**config.mk**
```make
export PLATFORM = sky130hd
export DESIGN_NAME = audio_out_stage
export DESIGN_NICKNAME = d
export VERILOG_FILES = /design/src/rtl/audio_pkg.sv /design/src/rtl/audio_out_stage_pwm.sv /design/src/rtl/audio_out_stage.sv
export SDC_FILE = /design/constraint.sdc
export NUM_CORES = 1
export LEC_CHECK = 0
export CAP_MARGIN = 20
export CELL_PAD_IN_SITES_DETAIL_PLACEMENT = 0
export CELL_PAD_IN_SITES_GLOBAL_PLACEMENT = 1
export CORE_UTILIZATION = 52
export DETAILED_ROUTE_END_ITERATION = 12
export GPL_TIMING_DRIVEN = 1
export PLACE_DENSITY = 0.91
export REMOVE_ABC_BUFFERS = 1
export SLEW_MARGIN = 20
export SYNTH_ARGS = -nofsm -noshare
export SYNTH_HDL_FRONTEND = slang
export SYNTH_HIERARCHICAL = 1
export SYNTH_SLANG_ARGS = --single-unit
```
**constraint.sdc**
```tcl
create_clock -name clk_in -period 5.3 [get_ports clk_in]
set_input_delay 1.06 -clock clk_in [delete_from_list [all_inputs] [get_ports clk_in]]
set_output_delay 1.06 -clock clk_in [all_outputs]
set_load 0.02 [all_outputs]
```
**src/rtl/audio_pkg.sv**
```systemverilog
// audio_pkg: shared types, constants and helpers for the audio output stage.
//   sample_t     signed 8-bit audio sample
//   cap_state_t  capture FSM states
//   sat8()       clamp a 10-bit signed mix into sample_t
//   to_offset()  signed sample -> offset-binary PWM duty
package audio_pkg;

  typedef logic signed [7:0] sample_t;

  typedef enum logic [1:0] {IDLE, WAIT, CAPTURE} cap_state_t;

  localparam int         SAMPLE_MAX = 127;
  localparam int         SAMPLE_MIN = -128;
  localparam logic [7:0] PWM_MID    = 8'd128;

  function automatic sample_t sat8(input logic signed [9:0] v);
    if (v > 10'(SAMPLE_MAX))      return 8'(SAMPLE_MAX);
    else if (v < 10'(SAMPLE_MIN)) return 8'(SAMPLE_MIN);
    else                          return v[7:0];
  endfunction

  // Flipping the sign bit maps -128..127 onto 0..255, so silence sits at midscale.
  function automatic logic [7:0] to_offset(input sample_t s);
    return {~s[7], s[6:0]};
  endfunction

endpackage

```
**src/rtl/audio_out_stage_pwm.sv**
```systemverilog
// pwm_dac: 8-bit PWM DAC with a period-aligned duty update.
//   clk_in        system clock
//   rst_n_in      async active-low reset
//   duty_load_in  1-cycle strobe: write duty_in into the shadow register
//   duty_in       offset-binary duty (0 = always low, 255 = 255/256 high)
//   pwm_out       registered PWM bit
module pwm_dac
  import audio_pkg::*;
(
  input  logic       clk_in,
  input  logic       rst_n_in,
  input  logic       duty_load_in,
  input  logic [7:0] duty_in,
  output logic       pwm_out
);

  logic [7:0] cnt_q, shadow_q, duty_q;
  logic       pwm_q;

  // duty only follows shadow at the end of a period, so a period is never split.
  // A shadow write in that same cycle is seen one period later (NBA ordering).
  always_ff @(posedge clk_in or negedge rst_n_in) begin
    if (!rst_n_in) begin
      cnt_q    <= '0;
      shadow_q <= PWM_MID;
      duty_q   <= PWM_MID;
      pwm_q    <= 1'b0;
    end else begin
      cnt_q <= cnt_q + 8'd1;
      if (duty_load_in)    shadow_q <= duty_in;
      if (cnt_q == 8'hFF)  duty_q   <= shadow_q;
      pwm_q <= (cnt_q < duty_q);
    end
  end

  assign pwm_out = pwm_q;

endmodule

```
**src/rtl/audio_out_stage.sv**
```systemverilog
// audio_out_stage: sample-rate step generator, channel capture, mixer and PWM out.
//   clk_in / rst_n_in   system clock, async active-low reset
//   step_out            1-cycle pulse every SAMPLE_DIV cycles (generator advance)
//   ch0_in / ch1_in     signed channel samples
//   vol_in              attenuation shift (mix >>> vol_in)
//   mute_in             force mixed sample to 0
//   sample_out          signed mixed sample, held between updates
//   sample_valid_out    1-cycle pulse when sample_out updates
//   pwm_out             1-bit PWM audio
module audio_out_stage
  import audio_pkg::*;
#(
  parameter int SAMPLE_DIV  = 8333,
  parameter int CAPTURE_DLY = 2
) (
  input  logic       clk_in,
  input  logic       rst_n_in,
  output logic       step_out,
  input  logic [7:0] ch0_in,
  input  logic [7:0] ch1_in,
  input  logic [1:0] vol_in,
  input  logic       mute_in,
  output logic [7:0] sample_out,
  output logic       sample_valid_out,
  output logic       pwm_out
);

  localparam logic [15:0] DIV_LAST  = 16'(SAMPLE_DIV - 1);
  localparam int          WW        = (CAPTURE_DLY > 1) ? $clog2(CAPTURE_DLY) : 1;
  localparam logic [WW-1:0] WAIT_LAST = WW'(CAPTURE_DLY - 1);
  localparam int          STAGES    = 3;

  // ---- divider ----
  logic [15:0] div_cnt_q, div_cnt_d;

  assign step_out  = (div_cnt_q == DIV_LAST);
  assign div_cnt_d = step_out ? '0 : div_cnt_q + 16'd1;

  // ---- capture FSM ----
  cap_state_t    state_q, state_d;
  logic [WW-1:0] wcnt_q, wcnt_d;
  logic          cap_en;

  // Channel registers load on the edge that enters CAPTURE, i.e. once the
  // generators' phase and LUT registers have both settled after the step.
  always_comb begin
    state_d = state_q;
    wcnt_d  = wcnt_q;
    cap_en  = 1'b0;
    case (state_q)
      IDLE:    if (step_out) begin
                 state_d = WAIT;
                 wcnt_d  = '0;
               end
      WAIT:    if (wcnt_q == WAIT_LAST) begin
                 state_d = CAPTURE;
                 cap_en  = 1'b1;
               end else begin
                 wcnt_d = wcnt_q + WW'(1);
               end
      CAPTURE: state_d = IDLE;
      default: state_d = IDLE;
    endcase
  end

  // ---- mix pipeline ----
  // vld_pipe[0]: CAPTURE cycle (S1), [1]: S2, [2]: S3, [3]: sample_out updated.
  logic [STAGES:0]   vld_pipe;
  sample_t           cap0_q, cap1_q, sample_q, sample_d;
  logic signed [9:0] sum_q, att_q;

  assign sample_d = mute_in ? sample_t'(0) : sat8(att_q);

  always_ff @(posedge clk_in or negedge rst_n_in) begin
    if (!rst_n_in) begin
      div_cnt_q <= '0;
      state_q   <= IDLE;
      wcnt_q    <= '0;
      cap0_q    <= '0;
      cap1_q    <= '0;
      sum_q     <= '0;
      att_q     <= '0;
      sample_q  <= '0;
      vld_pipe  <= '0;
    end else begin
      div_cnt_q <= div_cnt_d;
      state_q   <= state_d;
      wcnt_q    <= wcnt_d;
      if (cap_en) begin
        cap0_q <= ch0_in;
        cap1_q <= ch1_in;
      end
      sum_q    <= {{2{cap0_q[7]}}, cap0_q} + {{2{cap1_q[7]}}, cap1_q};
      att_q    <= sum_q >>> vol_in;
      if (vld_pipe[2]) sample_q <= sample_d;
      vld_pipe <= {vld_pipe[STAGES-1:0], cap_en};
    end
  end

  assign sample_out       = sample_q;
  assign sample_valid_out = vld_pipe[STAGES];

  pwm_dac u_pwm (
    .clk_in       (clk_in),
    .rst_n_in     (rst_n_in),
    .duty_load_in (vld_pipe[2]),
    .duty_in      (to_offset(sample_d)),
    .pwm_out      (pwm_out)
  );

endmodule

```
# After elaboration in Yosys (flattened, before gate mapping)

Cells that the tools add are included.

Register bits: 91
Bits of input ports: 21
Logic and storage cells: 43

Add/subtract/negate cells: 4
Magnitude comparators: 3
Equality and inequality tests: 5
Shift-type cells: 1
Muxes and demuxes: 12
Bitwise gates (word level): 1
Reductions and logical operators: 4

Operators with widths:

| cell                    | number |
|---|---|
| $mux W8                 | 3 |
| $add A16 B1 Y16 const B | 1 |
| $eq A16 B14 Y1 const B  | 1 |
| $mux W16                | 1 |
| $gt A10 B8 Y1 const B   | 1 |
| $lt A10 B8 Y1 const B   | 1 |
| $sshr A9 B2 Y10         | 1 |
| $add A8 B8 Y9           | 1 |
| $add A8 B1 Y8 const B   | 1 |
| $eq A8 B8 Y1 const B    | 1 |
| $lt A8 B8 Y1            | 1 |
| $mux W1                 | 4 |
| $mux W2                 | 2 |
| $ne A2 B2 Y1 const B    | 2 |
| $pmux W2 S2             | 1 |
| $reduce_and A2 Y1       | 2 |
| $eq A2 B1 Y1 const B    | 1 |
| $logic_not A2 Y1        | 1 |
| $pmux W1 S2             | 1 |
| $reduce_bool A2 Y1      | 1 |
| $add A1 B1 Y1 const B   | 1 |
| $not A1 Y1              | 1 |

# Depth between registers and ports, before layout

Gate-level depths: netlist of run 1.

Depth in word-level cells: 5
Depth in mapped cells: 6
Mapped depth without buffers: 6

# Cells and area by module

Netlist of run 1, hierarchy kept.

By module, submodules not included:

| module          | times used | cells each | area each (um2) | sequential area each (um2) |
|---|---|---|---|---|
| audio_out_stage | 1          | 223        | 2892.8          | 1626.6 |
| pwm_dac         | 1          | 86         | 1169.9          | 628.1 |

# Worst setup path after synthesis of run 1

No wires, ideal clock.

Path type: reg-to-output
Start: reg div_cnt_q[0]
End: out step_out
Arrival time: 1.636 ns
Data required time: 4.240 ns
Slack: 2.604 ns
Stages on the path, launching flop included: 5
Path buffers: 0
Cells stage by stage: dfrtp_1 -> inv_1 -> ha_1 -> or3b_2 -> nor4_4

Word-level cells in the longest chain between the ends: 1

Ends and longest elaborated chain:

| what                   | line                  | source |
|---|---|---|
| from (decl)            | audio_out_stage.sv:34 | `logic [15:0] div_cnt_q, div_cnt_d;` |
| from (signal assigned) | audio_out_stage.sv:86 | `div_cnt_q <= div_cnt_d;` |
| $eq A16 B14 Y1         | audio_out_stage.sv:36 | `assign step_out = (div_cnt_q == DIV_LAST);` |
| to (decl)              | audio_out_stage.sv:18 | `output logic step_out,` |

Every way passes these cells.

# Worst setup path after layout of run 1

Ends and elaborated chain as after synthesis.

==> results of run 1 <==
[routing by layer]
layer | up-vias | wire [µm] | track usage [%]
li1 | 1144 | - | -
met1 | 1169 | 2970 | 23.2
met2 | 40 | 3150 | 28.4
met3 | 11 | 200 | 3.96
met4 | 0 | 89 | 7.53
met5 | - | 0 | 0
[worst min-delay path by stage]
| stage | start | end | slack [ns] | cells after the start |
|---|---|---|---|---|
| after floorplan | vld_pipe[0] | vld_pipe[1] | 0.33 | 0 |
| after global placement | vld_pipe[1] | vld_pipe[2] | 0.33 | 0 |
| after detailed placement | vld_pipe[0] | vld_pipe[1] | 0.34 | 0 |
| after CTS | vld_pipe[0] | vld_pipe[1] | 0.36 | 0 |
| after global routing | vld_pipe[1] | vld_pipe[2] | 0.37 | 0 |
| final | vld_pipe[0] | vld_pipe[1] | 0.36 | 0 |
[power breakdown]
group / switching (mW) / internal, mW / leakage, nW
clock: 0.234 / 0.292 / 0.117
combinational: 0.0170 / 0.0151 / 0.874
sequential: 0 / 0.686 / 1.22
total: 0.251 / 0.993 / 2.21
[cell families after synthesis]
group,Yosys count,synth area share (%)
AOI/OAI and AO/OA,25,3.54
xor gates and xnor gates,26,5.61
adders and majority gates,19,6.04
buffers and inverters,25,2.31
DFF,90,55.5
muxes,50,16.2
and+or+nand+nor,74,10.8
[through the flow]
step	total power [mW]	hold slack [ns]	cells	worst slack, ns	area (µm²)
after CTS	1.26	0.363	447	1.48	4690
after global placement	0.732	0.334	431	1.89	4460
final	1.24	0.359	447	1.50	4700
after detailed placement	0.733	0.345	431	1.89	4460
after global routing	1.29	0.372	447	1.36	4700
after floorplan	0.702	0.331	301	2.60	4030
[cell usage in the layout, fill, tap and decap left out, types with 11 or more instances in the layout]
| master | instances |
|---|---|
| nor2_1 | 16 |
| a21oi_1 | 15 |
| dfrtp_1 | 88 |
| xnor2_1 | 18 |
| ha_1 | 18 |
| clkdlybuf4s50_1 | 30 |
| mux2_2 | 34 |
| inv_1 | 17 |
| clkbuf_8 | 11 |
| nand2_1 | 15 |
| nand3_1 | 14 |
[Yosys cell counts, types with 3 or more instances]
| master | n |
|---|---|
| nand2_1 | 15 |
| a21oi_1 | 15 |
| o21ai_0 | 3 |
| mux2_2 | 34 |
| mux4_2 | 6 |
| nor2_1 | 16 |
| nand4_1 | 5 |
| clkbuf_1 | 7 |
| and3_1 | 4 |
| ha_1 | 18 |
| inv_1 | 17 |
| mux2_4 | 8 |
| xnor2_1 | 18 |
| xor2_1 | 8 |
| dfrtp_1 | 88 |
| o211ai_1 | 3 |
| nand2b_1 | 3 |
| nand3_1 | 14 |
[worst register-to-register path: cells and delay by family, from the launching register on]
| kind | cells | cell delay (ns) |
|---|---|---|
| buffers and inverters | 1 | 0.08 |
| flip-flops | 1 | 0.44 |
| adder cells (fa/ha/maj) | 1 | 0.13 |
| AND/OR/NAND/NOR | 2 | 1.01 |
| AO/OA/AOI/OAI | 2 | 0.30 |
[registers in the layout, indices dropped and copies added, names as in the netlist]
name            count
div_cnt_q          16
att_q               9
sum_q               9
cap0_q              8
cap1_q              8
sample_out          8
u_pwm/cnt_q         8
u_pwm/duty_q        8
u_pwm/shadow_q      8
vld_pipe            4
state_q             2
u_pwm/pwm_out       1
wcnt_q              1
[area by class of cell]
cell class | instances | area share (%)
sequential | 90 | 48.0
multi-input combinational | 194 | 36.5
timing repair buffer | 31 | 6.63
clock buffer | 12 | 3.30
tap | 99 | 2.64
clock inverter | 4 | 1.57
inverter | 17 | 1.36
==> flow_summary.ini, run 1 <==
[sta]
relSlewSlack_pct = 47.2
finClkSkew_ns = 0.0149
finalSetupViolCount = 0
tightest_slew_ns = 0.792
period_needed_ns = 3.80
finalHoldViolCount = 0
timing.final.crit_share_pct = 71.7
rsz0062_at_grt = false
fin_setup_tns_ns = 0
final_max_slew_viol_count = 0
fmax_mhz = 263

[setup_path]
cp.required_ns = 4.24
crit_path_cell_trace = inv_1 > ha_1 > or3b_2 > nor4_4 > clkdlybuf4s50_1
critPathCapture = step_out
endpoint_kind = output port
critPathSlowestCell = clkdlybuf4s50_1
r2r_cells = 6
critPathTopFamily = simple AND/OR/NAND/NOR gates
worstReg2RegEnd = wcnt_q
reg2reg_slack_ns = 3.23
crit_buf_inv = 2
crit_type = reg -> out
regToRegStartpoint = div_cnt_q[0]
worstPathArrival_ns = 2.74
setup.worst_path.start = div_cnt_q[0]
slowest_delay_ns = 0.71
path_depth = 5
crit_fanout = 10
cp-start-kind = flop

[clock_network]
cts_root_buf = clkbuf_8
cts_sinks = 90
path_clk_slew_ns = 0.09
clockBufferDepth = 2
cts_tree = done
cts-htree-levels = 3
ctsResizeCount = 0
cts_made_buffers = 9
clkLatencyLatePin_ns = 0.36
cts_setup_buffers = 0
holdBufCountCts = 0

[finish]
regArea_um2 = 2250
synthToLayoutAreaGrowth_pct = 15.6
multi_input_area_um2 = 1710
diodes = 0
drive_above_1_share_pct = 21.8
fin_util_pct = 63.4
n_fill_cell = 555
nets = 383

[detailed_routing]
routed_via_density = 5.29
drt-initial-drc-count = 105
firstDrtPassIters = 4
detail_route.wl_per_cell_um = 14.3
routed_wl_mm = 6.40
drc = 0
ant_nets = 0
route.vias.total = 2364

[synth]
async_flop_share_pct = 100
synthCells = 309
synth-edff-count = 0
avgSynthCellArea_um2 = 13.1
ys_types = 40
seq_area_frac_synth_pct = 55.5
synth_ff_type = dfrtp_1
netlist_top_cells_area = dfrtp_1, mux2_2, ha_1
ys_ff_latch = 90
ys_warn_count = 6
yosys.area.top_type = dfrtp_1
synth_top_area_share_pct = 54.2
syn_area_um2 = 4060

[grt]
grt_start_max_net_pins = 91
gr-total-overflow = 0
grt_first_pass_wirelength_mm = 11.3
gr-usage-all-layers_pct = 17.7
first_global_vias = 2399
antenna_found_initial = 0

[die]
die_h_um = 90.4
coreArea_um2 = 7410
start_util_pct = 54.8
rows = 31
die_area_um2 = 8170
die-width_um = 90.4
io_pins = 32

[place]
place.port_buffers = 31
gp_congestion = 0.753
place_hpwl_mm = 4.39

[outcome]
run_status = finished, final reports clean

[pwr]
p_per_area_nw_per_um2 = 265
p_leak_nw = 2.21
vdd_drop_max_mv = 0.152

[run]
drv_cap = 0

[hold_path]
min_path_type = reg -> reg
No activity file was read; power rests on OpenSTA's default activity.
==> run 2: changes to the inputs <==
--- a/config.mk
+++ b/config.mk
@@ -8,10 +8,10 @@
 export CAP_MARGIN = 20
 export CELL_PAD_IN_SITES_DETAIL_PLACEMENT = 0
 export CELL_PAD_IN_SITES_GLOBAL_PLACEMENT = 1
-export CORE_UTILIZATION = 52
+export CORE_UTILIZATION = 43
 export DETAILED_ROUTE_END_ITERATION = 12
 export GPL_TIMING_DRIVEN = 1
-export PLACE_DENSITY = 0.91
+export PLACE_DENSITY = 0.81
 export REMOVE_ABC_BUFFERS = 1
 export SLEW_MARGIN = 20
 export SYNTH_ARGS = -nofsm -noshare
==> constraint.sdc (replaced) <==
create_clock -name clk_in -period 3.4 [get_ports clk_in]
set_input_delay 0.68 -clock clk_in [delete_from_list [all_inputs] [get_ports clk_in]]
set_output_delay 0.68 -clock clk_in [all_outputs]
set_load 0.02 [all_outputs]
==> flow_summary.ini, run 2 (same netlist as run 1, synthesis figures left out) <==
[die]
die_h_um = 99.2
die-width_um = 99.2
rows = 35
io_pins = 32
start_util_pct = 44.2
die_area_um2 = 9840
coreArea_um2 = 9200

[grt]
grt_first_pass_wirelength_mm = 11.2
gr-total-overflow = 0
first_global_vias = 2434
antenna_found_initial = 0
gr-usage-all-layers_pct = 14.5
grt_start_max_net_pins = 51

[detailed_routing]
ant_nets = 0
drc = 0
routed_wl_mm = 6.25
firstDrtPassIters = 4
route.vias.total = 2360
routed_via_density = 5.11
drt-initial-drc-count = 20
detail_route.wl_per_cell_um = 13.5

[pwr]
clockPowerShare_pct = 38.7
vdd_drop_max_mv = 0.240
swShare_pct = 20.5
p_leak_nw = 2.20
p_comb_share_pct = 2.8
p_per_area_nw_per_um2 = 390
total_power_mw = 1.83
power.internal_mw = 1.45
netSwitchingPower_uw = 375
sequentialPowerShare_pct = 58.5

[finish]
diodes = 0
synthToLayoutAreaGrowth_pct = 15.5
regMostFlops = div_cnt_q
stdcell_area_um2 = 4690
layout_commonest_cell = dfrtp_1
nets = 386
top_regs = div_cnt_q (16), att_q (9), sum_q (9)
drive_above_1_share_pct = 21.9
largest_register_ffs = 16
mostFrequentLayoutCells = dfrtp_1, mux2_2, clkdlybuf4s50_1, xnor2_1, ha_1

[place]
placed_cell_area_um2 = 4500
gp_congestion = 0.789
pre_cts_ws_ns = 0.688
place_hpwl_mm = 4.51
place.port_buffers = 31

[sta]
relSlewSlack_pct = 52.5
finalHoldViolCount = 0
fin_setup_tns_ns = 0
final_max_slew_viol_count = 0
rsz0062_at_grt = false
fmax_mhz = 324
timing.final.crit_share_pct = 90.8
finClkSkew_ns = 0.0114
tightest_slew_ns = 0.713
fin_ws_ns = 0.314
period_needed_ns = 3.09
finalSetupViolCount = 0

[setup_path]
regToRegStartpoint = div_cnt_q[0]
worstPathArrival_ns = 2.41
crit_fanout = 6
cp.required_ns = 2.72
cp-start-kind = flop
critPathSlowestCell = clkdlybuf4s50_1
endpoint_kind = output port
worstReg2RegEnd = div_cnt_q[1]
r2r_cells = 6
path_depth = 5
slowest_delay_ns = 0.65
reg2reg_slack_ns = 1.44
crit_path_cell_trace = inv_1 > ha_1 > or3b_2 > nor4_4 > clkdlybuf4s50_1
crit_buf_inv = 2
critPathTopFamily = simple AND/OR/NAND/NOR gates
crit_type = reg -> out

[clock_network]
cts_sinks = 90
path_clk_slew_ns = 0.09
cts_made_buffers = 9
holdBufCountCts = 0
cts_root_buf = clkbuf_8
clockBufferDepth = 2
clkLatencyLatePin_ns = 0.35
cts-htree-levels = 3
cts_tree = done
cts_setup_buffers = 0
ctsResizeCount = 0

[hold_path]
min_path_type = in -> async

[run]
drv_cap = 0

[outcome]
run_status = finished, final reports clean
-- run 2: changes by cell type in the layout (fill, tap and decap cells not counted), sizes merged --
| cell | before | now |
|---|---|---|
| buf | 1 | 4 |
| clkbuf | 12 | 13 |
| bufinv | 2 | 1 |
-- run 2: worst max path at each step --
stage	from	endpoint	slack, ns
finish	div_cnt_q[0]	step_out	0.31
global route	div_cnt_q[0]	step_out	0.20
CTS	div_cnt_q[0]	step_out	0.28
detailed placement	div_cnt_q[0]	step_out	0.69
global placement	div_cnt_q[0]	step_out	0.69
floorplan	div_cnt_q[0]	step_out	1.08
-- run 2: power by group through the flow --
stage	combinational, mW	sequential [mW]	clock, mW
after detailed placement	0.0543	1.09	0
after global placement	0.0531	1.09	0
final	0.0517	1.07	0.707
after CTS	0.0543	1.07	0.739
after global routing	0.0593	1.07	0.775
after floorplan	0.00394	1.09	0
-- run 2: stage by stage --
stage / utilization [%] / hold slack [ns] / instances
2_1_floorplan: - / 0.331 / 301
3_3_place_gp: 49.0 / 0.332 / 446
3_5_place_dp: 49.0 / 0.335 / 446
4_1_cts: 51.0 / 0.353 / 462
5_1_grt: 51.0 / 0.361 / 462
6_report: 51.0 / 0.336 / 462
-- run 2: per-layer routing --
metal | global-route usage [%] | vias to the layer above | part of all wire (%)
li1 | - | 1153 | -
met2 | 23.9 | 32 | 50
met5 | 0 | - | 0
met1 | 18.6 | 1168 | 46
met3 | 3.23 | 7 | 2.7
met4 | 6.11 | 0 | 1.2
-- run 2: area by class of cell --
class                           instances  area, µm²
Timing Repair Buffer                   34        330
Tap cell                              111        139
Fill cell                             806       4510
Clock inverter                          3       40.0
Sequential cell                        90       2250
Clock buffer                           13        149
Inverter                               17       63.8
Multi-Input combinational cell        194       1710
